===== config.mk =====
export PLATFORM = sky130hd
export DESIGN_NAME = seq_stream_gen
export DESIGN_NICKNAME = d
export VERILOG_FILES = /design/src/rtl/seq_pkg.sv /design/src/rtl/seq_term_engine.sv /design/src/rtl/seq_stream_gen.sv
export SDC_FILE = /design/constraint.sdc
export NUM_CORES = 1
export LEC_CHECK = 0
export ABC_AREA = 1
export ABC_CLOCK_PERIOD_IN_PS = 15400
export CORE_ASPECT_RATIO = 1.2
export CORE_MARGIN = 4
export CORE_UTILIZATION = 30
export DETAILED_ROUTE_END_ITERATION = 16
export HOLD_SLACK_MARGIN = 0.08
export MAX_ROUTING_LAYER = met4
export PLACE_DENSITY = 0.44
export SLEW_MARGIN = 0
export SYNTH_ARGS = -nofsm -noshare
export SYNTH_HDL_FRONTEND = slang
export SYNTH_SLANG_ARGS = --single-unit

===== constraint.sdc =====
create_clock -name clk -period 15.4 [get_ports clk]
set_clock_uncertainty 0.15 [all_clocks]
set_input_delay 3.08 -clock clk [delete_from_list [all_inputs] [get_ports clk]]
set_output_delay 3.08 -clock clk [all_outputs]
set_load 0.05 [all_outputs]

===== src/rtl/seq_pkg.sv =====
// ---------------------------------------------------------------------------
// seq_pkg
// Shared types and seed constants for the integer-sequence stream generator.
//   seq_mode_t  : sequence select (3 bits)
//   seq_state_t : run-control FSM state
//   seq_seed_t  : initial term history (a = term 0, b/c = older history)
// ---------------------------------------------------------------------------
package seq_pkg;

  localparam int unsigned MODE_W = 3;
  localparam int unsigned SEED_W = 2;

  typedef enum logic [MODE_W-1:0] {
    SQR  = 3'd0,
    EXP3 = 3'd1,
    TRI  = 3'd2,
    FIB  = 3'd3,
    PELL = 3'd4,
    LUC  = 3'd5,
    PAD  = 3'd6,
    SYLV = 3'd7
  } seq_mode_t;

  typedef enum logic [1:0] {
    IDLE = 2'd0,
    RUN  = 2'd1,
    DONE = 2'd2
  } seq_state_t;

  typedef struct packed {
    logic [SEED_W-1:0] a;
    logic [SEED_W-1:0] b;
    logic [SEED_W-1:0] c;
  } seq_seed_t;

  // Seeds are tiny, so they fit any WIDTH >= 2 and are zero-extended by the
  // engine. History is chosen so the uniform recurrence reproduces term 1+.
  function automatic seq_seed_t seq_seed(input seq_mode_t m);
    seq_seed_t s;
    s = '0;
    case (m)
      SQR:  s = '{a: 2'd0, b: 2'd0, c: 2'd0};
      EXP3: s = '{a: 2'd1, b: 2'd0, c: 2'd0};
      TRI:  s = '{a: 2'd0, b: 2'd0, c: 2'd0};
      FIB:  s = '{a: 2'd1, b: 2'd0, c: 2'd0};
      PELL: s = '{a: 2'd0, b: 2'd1, c: 2'd0};
      LUC:  s = '{a: 2'd2, b: 2'd0, c: 2'd0};
      PAD:  s = '{a: 2'd1, b: 2'd0, c: 2'd1};
      SYLV: s = '{a: 2'd2, b: 2'd0, c: 2'd0};
      default: s = '0;
    endcase
    return s;
  endfunction

endpackage


===== src/rtl/seq_term_engine.sv =====
// ---------------------------------------------------------------------------
// seq_term_engine
// Shared recurrence datapath: three-deep term history plus n counter.
//   clk, reset  : clock, synchronous active-high reset
//   i_load      : load seed history for i_mode (also latches the mode)
//   i_mode      : sequence select, used only with i_load
//   i_advance   : step the recurrence by one term
//   o_term      : current term (registered)
//   o_wrap      : combinational; next term exceeds WIDTH bits
// ---------------------------------------------------------------------------
module seq_term_engine
  import seq_pkg::*;
#(
  parameter int unsigned WIDTH = 8
) (
  input  logic              clk,
  input  logic              reset,
  input  logic              i_load,
  input  logic [MODE_W-1:0] i_mode,
  input  logic              i_advance,
  output logic [WIDTH-1:0]  o_term,
  output logic              o_wrap
);

  localparam int unsigned FW = 2 * WIDTH + 2;

  seq_mode_t        r_mode;
  logic [WIDTH-1:0] r_a, r_b, r_c, r_n;
  seq_seed_t        w_seed;
  logic [FW-1:0]    w_a, w_b, w_c, w_n1, w_next;

  assign w_seed = seq_seed(seq_mode_t'(i_mode));

  // Next term at full precision from the stored (already wrapped) history.
  always_comb begin
    w_a    = FW'(r_a);
    w_b    = FW'(r_b);
    w_c    = FW'(r_c);
    w_n1   = FW'(r_n) + FW'(1);
    w_next = '0;
    case (r_mode)
      SQR:  w_next = w_n1 * w_n1;
      EXP3: w_next = w_a * FW'(3);
      TRI:  w_next = w_a + w_n1;
      FIB:  w_next = w_a + w_b;
      PELL: w_next = (w_a << 1) + w_b;
      // Lucas 2,1 cannot come from a non-negative a+b, so term 1 is forced.
      LUC:  w_next = (r_n == '0) ? FW'(1) : (w_a + w_b);
      PAD:  w_next = w_b + w_c;
      // a*a >= a for any a, so this never underflows.
      SYLV: w_next = w_a * w_a - w_a + FW'(1);
      default: w_next = '0;
    endcase
  end

  assign o_wrap = |w_next[FW-1:WIDTH];
  assign o_term = r_a;

  always_ff @(posedge clk) begin
    if (reset) begin
      r_mode <= SQR;
      r_a    <= '0;
      r_b    <= '0;
      r_c    <= '0;
      r_n    <= '0;
    end else if (i_load) begin
      r_mode <= seq_mode_t'(i_mode);
      r_a    <= WIDTH'(w_seed.a);
      r_b    <= WIDTH'(w_seed.b);
      r_c    <= WIDTH'(w_seed.c);
      r_n    <= '0;
    end else if (i_advance) begin
      r_a    <= w_next[WIDTH-1:0];
      r_b    <= r_a;
      r_c    <= r_b;
      r_n    <= r_n + WIDTH'(1);
    end
  end

endmodule


===== src/rtl/seq_stream_gen.sv =====
// ---------------------------------------------------------------------------
// seq_stream_gen
// Streams len consecutive terms of a selectable integer sequence over a
// valid/ready handshake, with index, last marking and a sticky overflow flag.
//   clk, reset          : clock, synchronous active-high reset
//   i_start/o_start_ready: run request, accepted in IDLE
//   i_mode, i_len       : sequence select and term count, sampled on accept
//   i_abort             : terminate the current run
//   o_out_valid/i_out_ready, o_out_data, o_out_index, o_out_last : term stream
//   o_done              : one-cycle pulse after the final handshake
//   o_overflow          : sticky, some presented term of this run wrapped
// ---------------------------------------------------------------------------
module seq_stream_gen
  import seq_pkg::*;
#(
  parameter int unsigned WIDTH = 8,
  parameter int unsigned LEN_W = 8
) (
  input  logic              clk,
  input  logic              reset,
  input  logic              i_start,
  output logic              o_start_ready,
  input  logic [MODE_W-1:0] i_mode,
  input  logic [LEN_W-1:0]  i_len,
  input  logic              i_abort,
  output logic              o_out_valid,
  input  logic              i_out_ready,
  output logic [WIDTH-1:0]  o_out_data,
  output logic [LEN_W-1:0]  o_out_index,
  output logic              o_out_last,
  output logic              o_done,
  output logic              o_overflow
);

  seq_state_t       r_state;
  logic             r_start_ready;
  logic             r_valid;
  logic [LEN_W-1:0] r_len;
  logic [LEN_W-1:0] r_index;
  logic             r_last;
  logic             r_done;
  logic             r_overflow;

  logic             w_accept;
  logic             w_hs;
  logic             w_advance;
  logic             w_wrap;
  logic [LEN_W-1:0] w_index_nxt;

  // Abort outranks both a new start and an in-flight handshake.
  assign w_accept    = (r_state == IDLE) && i_start && !i_abort;
  assign w_hs        = r_valid && i_out_ready;
  assign w_advance   = w_hs && !r_last && !i_abort;
  assign w_index_nxt = r_index + LEN_W'(1);

  seq_term_engine #(.WIDTH(WIDTH)) u_engine (
    .clk       (clk),
    .reset     (reset),
    .i_load    (w_accept),
    .i_mode    (i_mode),
    .i_advance (w_advance),
    .o_term    (o_out_data),
    .o_wrap    (w_wrap)
  );

  // Run-control FSM with registered handshake/status outputs.
  always_ff @(posedge clk) begin
    if (reset) begin
      r_state       <= IDLE;
      r_start_ready <= 1'b1;
      r_valid       <= 1'b0;
      r_len         <= '0;
      r_index       <= '0;
      r_last        <= 1'b0;
      r_done        <= 1'b0;
      r_overflow    <= 1'b0;
    end else begin
      r_done <= 1'b0;
      if (i_abort) begin
        r_state       <= IDLE;
        r_start_ready <= 1'b1;
        r_valid       <= 1'b0;
        r_last        <= 1'b0;
      end else begin
        case (r_state)
          IDLE: begin
            if (w_accept) begin
              r_len         <= i_len;
              r_index       <= '0;
              r_overflow    <= 1'b0;
              r_start_ready <= 1'b0;
              if (i_len == '0) begin
                r_state <= DONE;
                r_done  <= 1'b1;
              end else begin
                r_state <= RUN;
                r_valid <= 1'b1;
                r_last  <= (i_len == LEN_W'(1));
              end
            end
          end
          RUN: begin
            if (w_hs) begin
              if (r_last) begin
                r_state <= DONE;
                r_valid <= 1'b0;
                r_last  <= 1'b0;
                r_done  <= 1'b1;
              end else begin
                r_index    <= w_index_nxt;
                r_last     <= (w_index_nxt == r_len - LEN_W'(1));
                r_overflow <= r_overflow | w_wrap;
              end
            end
          end
          DONE: begin
            r_state       <= IDLE;
            r_start_ready <= 1'b1;
          end
          default: begin
            r_state       <= IDLE;
            r_start_ready <= 1'b1;
            r_valid       <= 1'b0;
          end
        endcase
      end
    end
  end

  assign o_start_ready = r_start_ready;
  assign o_out_valid   = r_valid;
  assign o_out_index   = r_index;
  assign o_out_last    = r_last;
  assign o_done        = r_done;
  assign o_overflow    = r_overflow;

endmodule


# After elaboration in Yosys (flattened, before gate mapping)
# Memories as Yosys holds them, arrays and structs flattened.
# Index checks and enable logic that the tools add are counted.
# word_totals
word_cells	109
out_inout_bits	21
n_memories	1
regBits	58
rom_bits	32
# op_classes
mux	37
eq_ne	16
n_bitwise	4
addsub	10
n_reduce_logical	22
multipliers	3
# mem_list
memory	words	width	read_ports	rd_ports_with_merged_regs	wr	line_no	source
(name not given)	8	4	1	0	0	seq_pkg.sv:41	case (m)
# op_table
cell	n
$pmux W18 S8	1
$mux W8	3
$mux W2	10
$add A18 B1 Y18 const B	1
$add A8 B8 Y9	2
$mul A18 B18 Y18	1
$mux W18	1
$sub A16 B8 Y17	1
$add A8 B1 Y8 const B	2
$logic_not A8 Y1	2
$mul A8 B8 Y16	1
$pmux W8 S2	1
$mux W1	15
$eq A3 B3 Y1 const B	4
$add A8 B9 Y10	1
$add A9 B8 Y10	1
$mul A8 B2 Y10 const B	1
$reduce_and A5 Y1	2
$reduce_or A10 Y1	1
$add A8 B1 Y9 const B	1
$eq A8 B1 Y1 const B	1
$eq A8 B8 Y1	1
$ne A2 B2 Y1 const B	4
$pmux W1 S2	4
19 further kinds	30

# Logic depth before layout (Yosys ltp)
# logic_depth
depth_word	9
depth_mapped	32
mapped_depth_nobuf	31

# Cells and area by module
# A second synthesis with hierarchy kept.
# unflattened
cells_unflattened	1461
hier_area_um2	9422.8
# modules_own_cells
mod	cells_per_inst	area_each_um2	instances	seq_area_each_um2
seq_term_engine	1235	8013.9	1	700.7
seq_stream_gen	226	1408.9	1	460.4

# Least setup slack after synthesis
# Ideal clock, no wire load.
# synth_timing
path_type	flip-flop to flip-flop
startpoint	reg u_engine.r_n[1]
endpoint	reg r_overflow (netlist: o_overflow)
required_ps	15131
stages_incl_launch_ff	27
slack_ps	10384
synth_period_minus_slack_ps	5016
setup_ps	119
arrival_time_ps	4747
cell_sequence	dfxtp_1 -> ha_1 -> nand3_2 -> xor2_1 -> inv_1 -> nor2_1 -> inv_1 -> fa_1 -> fa_1 -> fa_1 -> fa_1 -> inv_1 -> ha_1 -> nand2_1 -> inv_1 -> a21oi_1 -> nand2_1 -> nand2_1 -> nand2_1 -> nor2_1 -> nand3_1 -> nor2_1 -> nand2_1 -> nand2_1 -> nand2_1 -> nand2_1 -> a21oi_1
# synth_via
elab_chain_cells	8
elab_cells_between_ends	11
classes_between	add/sub (2); mul (1); mux (5); bitwise (1); reduce/logical (2)
# synth_rtl
item	line_no	source
start, declared	seq_term_engine.sv:28	logic [WIDTH-1:0] r_a, r_b, r_c, r_n;
start signal, assigned	seq_term_engine.sv:76	r_n <= r_n + WIDTH'(1);
$add A8 B1 Y9 *	seq_term_engine.sv:39	w_n1 = FW'(r_n) + FW'(1);
named net u_engine.w_n1[4]	seq_term_engine.sv:30	logic [FW-1:0] w_a, w_b, w_c, w_n1, w_next;
$mul A18 B18 Y18 or $add A8 B9 Y10 (tied branches)	seq_term_engine.sv:42, seq_term_engine.sv:44	
$pmux W18 S8 *	seq_term_engine.sv:41	case (r_mode)
$reduce_or A10 Y1 *	seq_term_engine.sv:56	assign o_wrap = |w_next[FW-1:WIDTH];
$or A1 B1 Y1 *	seq_stream_gen.sv:112	r_overflow <= r_overflow | w_wrap;
$mux W1 *	seq_stream_gen.sv:104	if (r_last) begin
$mux W1 *	seq_stream_gen.sv:103	if (w_hs) begin
$pmux W1 S2 *	seq_stream_gen.sv:85	case (r_state)
end signal, assigned	seq_stream_gen.sv:112	
end, declared	seq_stream_gen.sv:42	logic r_overflow;
# The timed path passes the listed nets; every way through them passes the cells marked *. The select of a mux whose other input is x is not followed.
# A chain may end at the register's enable or synchronous reset.

# Final worst setup path
# layout_timing
startpoint	reg u_engine.r_n[0]
endpoint	reg r_overflow (netlist: o_overflow)
# The elaborated chain is that of the path after synthesis.

==> metrics.yaml <==
cts_resized: 0
power.density_cell_area_mw_per_mm2: 46.2
p_total_mw: 0.476
utilization_pct: 34.5
largest_net_degree_at_the_start_of_global_routing: 37
timing_hold_violations_final: 0
chipHeight_microns: 199
clock_sinks: 58
dp.cells: 1792
grt_first_pass_wirelength_mm: 45.8
buffer_depth_of_the_longest_clock_path: 2
num-nets-final: 1617
clock_tree.htree_level_count: 3
initial_antenna_violation_count: 0
design_area_sq_mm: 0.0103
finalWorstSetupSlack_ns: 9.36
synth.lib_cells_used.distinct: 46
hold_buffers: 0
dp_worst_setup_slack_ns: 9.37
synth_seq_area_share_pct: 12.7
criticalPathCategory: "flip-flop to flip-flop"
grt_setup_unrepaired: "no"
globalRouteTotalUtil_pct: 17.7
gp_routability_congestion: 0.871
use_met3_pct: 1.68
critical_path_arrival_ns: 6.10
num_rows: 69
timing_worst_slew_pin_value_ns: 0.875
drt_wl_total_mm: 28.6
cp_common_cell: "sky130_fd_sc_hd__nand2_1"
first_global_vias: 8734
crit_path_max_fanout: 12
synth_warnings: 0
max-cap-violations: 0
count_of_inserted_antenna_diode_cells: 0
cts_made_buffers: 9
ctsRootBufferMaster: "sky130_fd_sc_hd__clkbuf_16"
layout.cells.most_common: "sky130_fd_sc_hd__nand2_1"
first_iter_violations: 371
timing.critical_path.slowest_stage_cell: "sky130_fd_sc_hd__xor2_1"
leakage_power_total_nw: 5.21
globalRoute.busiestLayer: "met2"
final_cell_count_no_fill: 1808
mappedNetlistArea_sq_mm: 0.00914
cts_tree: "yes"
fin_crit_sh_pct: 39.2
num_io_pins: 37
die-width_microns: 167
worstSetupStartpointType: "flip-flop"
commonest_cells_after_routing_fill_and_taps_aside: "sky130_fd_sc_hd__nand2_1 (323), sky130_fd_sc_hd__inv_1 (271), sky130_fd_sc_hd__ha_1 (116)"
global_route.usage.met1_pct: 20.7
drive_gt1_share_pct: 3.39
drc_errors: 0
clk_pin_slew_ns: 0.06
final-max-slew-violation-count: 0
ys_seq_elements: 58
area_of_the_core_sq_mm: 0.0299
worst_ir_drop_vdd_v: 0.0000473
synthCells: 1372
dieArea_sq_mm: 0.0333
post-cts-setup-buffers: 0
placed_cell_area_sq_mm: 0.00999
initial_core_util_pct: 30.6
layout-area-overhead-vs-synth_pct: 12.7
crit_required_ns: 15.46
fin_setup_tns_ns: 0
met2_grt_util_pct: 32.5
route.detailed.vias_per_inst: 4.73
port_buffers: 36
max_freq_ghz: 0.166
slowest_delay_ns: 0.60
timing.final.setup_violations: 0
synthesis.area_per_instance_sq_um: 6.66
min_path_type: "flip-flop to flip-flop"
worst_skew_pair_later_pin_latency_ns: 0.35
postRouteAntennaNets: 0
dr_total_vias: 8557
status: "complete, no violations"
headroom_to_the_max_slew_limit_pct: 41.6
routed_wire_length_per_instance_microns: 15.8
post-route-min-period_ns: 6.04
detail_route.first_pass.iterations: 5
timing.hold.ws_ns: 0.319
grt_overflow: 0
dp_hpwl_mm: 23.7
worstSetupEndpointType: "flip-flop"
## cell type report
class | instances | area (sq um)
inverter | 277 | 1040
clock buffer | 9 | 225
sequential | 58 | 1160
timing repair buffer | 43 | 413
tap | 390 | 488
multi-input combinational | 1024 | 6890
fill | 3394 | 19600
clock inverter | 7 | 78.8
## power by group
group	internal, mW	switching (mW)
Sequential	0.154	0.00614
Combinational	0.0373	0.0676
Clock	0.126	0.0844
Total	0.317	0.158
## final timing paths
kind	from	endpoint	slack [ns]	depth (start not counted)
max reg2reg	u_engine.r_n[0]$_SDFFE_PP0P_	o_overflow$_SDFFE_PP0P_	9.36	25
max	u_engine.r_n[0]$_SDFFE_PP0P_	o_overflow$_SDFFE_PP0P_	9.36	25
min	u_engine.r_c[7]$_SDFFE_PP0P_	u_engine.r_c[7]$_SDFFE_PP0P_	0.32	2
min reg2reg	u_engine.r_c[7]$_SDFFE_PP0P_	u_engine.r_c[7]$_SDFFE_PP0P_	0.32	2
## flip-flops by register name, summed over array words and instances (netlist names)
register	flops
o_out_index	8
r_len	8
u_engine.o_term	8
u_engine.r_b	8
u_engine.r_c	8
u_engine.r_n	8
u_engine.r_mode	3
r_state	2
o_done	1
o_out_last	1
o_out_valid	1
o_overflow	1
o_start_ready	1
## worst max-delay path: cells and delay by family (launching register included)
| kind | cells | cell delay (ns) |
|---|---|---|
| buf+inv | 4 | 0.39 |
| fa+ha+maj | 6 | 2.71 |
| xor+xnor | 1 | 0.60 |
| simple gates | 13 | 1.42 |
| flops | 1 | 0.57 |
| compound gates | 1 | 0.05 |
## kinds of logic (layout without fill, tap and decap cells)
kind of cell,Yosys count,count (layout),synth area share (%)
simple gates,604,604,28.5
buf+inv,295,336,12.1
fa+ha+maj,188,188,31.7
compound gates,187,187,11.3
flops,58,58,12.7
xor+xnor,38,38,3.64
other cells,2,7,0.0822
## layer usage
metal / vias to the layer above / share of wire (%)
li1: 4425 / -
met1: 3963 / 43
met2: 126 / 52
met3: 43 / 2.3
met4: 0 / 2.7
met5: - / 0
## cell usage after synthesis (all sizes together)
library cell	number	area, sq um
a21boi	1	7.51
fa	72	1440
o21a	2	15.0
a2bb2oi	2	17.5
nand4	18	113
nand3	104	543
inv	276	1040
clkinv	1	3.75
xnor2	16	140
nand2	325	1220
ha	116	1450
and2	1	6.26
o21ai	59	295
a21oi	96	492
xor2	22	193
a31oi	3	18.8
o21bai	7	52.6
buf	3	13.8
a221oi	2	17.5
o2111ai	2	17.5
nor3b	2	15.0
o211ai	4	30.0
and3	2	12.5
a22oi	1	7.51
a31o	1	8.76
a211oi	3	22.5
nand3b	11	82.6
o22ai	2	12.5
clkbuf	15	56.3
dfxtp	58	1160
conb	2	7.51
nor3	14	80.1
nor2	115	452
or2	8	50.1
o31ai	2	15.0
nor4	4	25.0
Power figures use the tool's default switching activity.
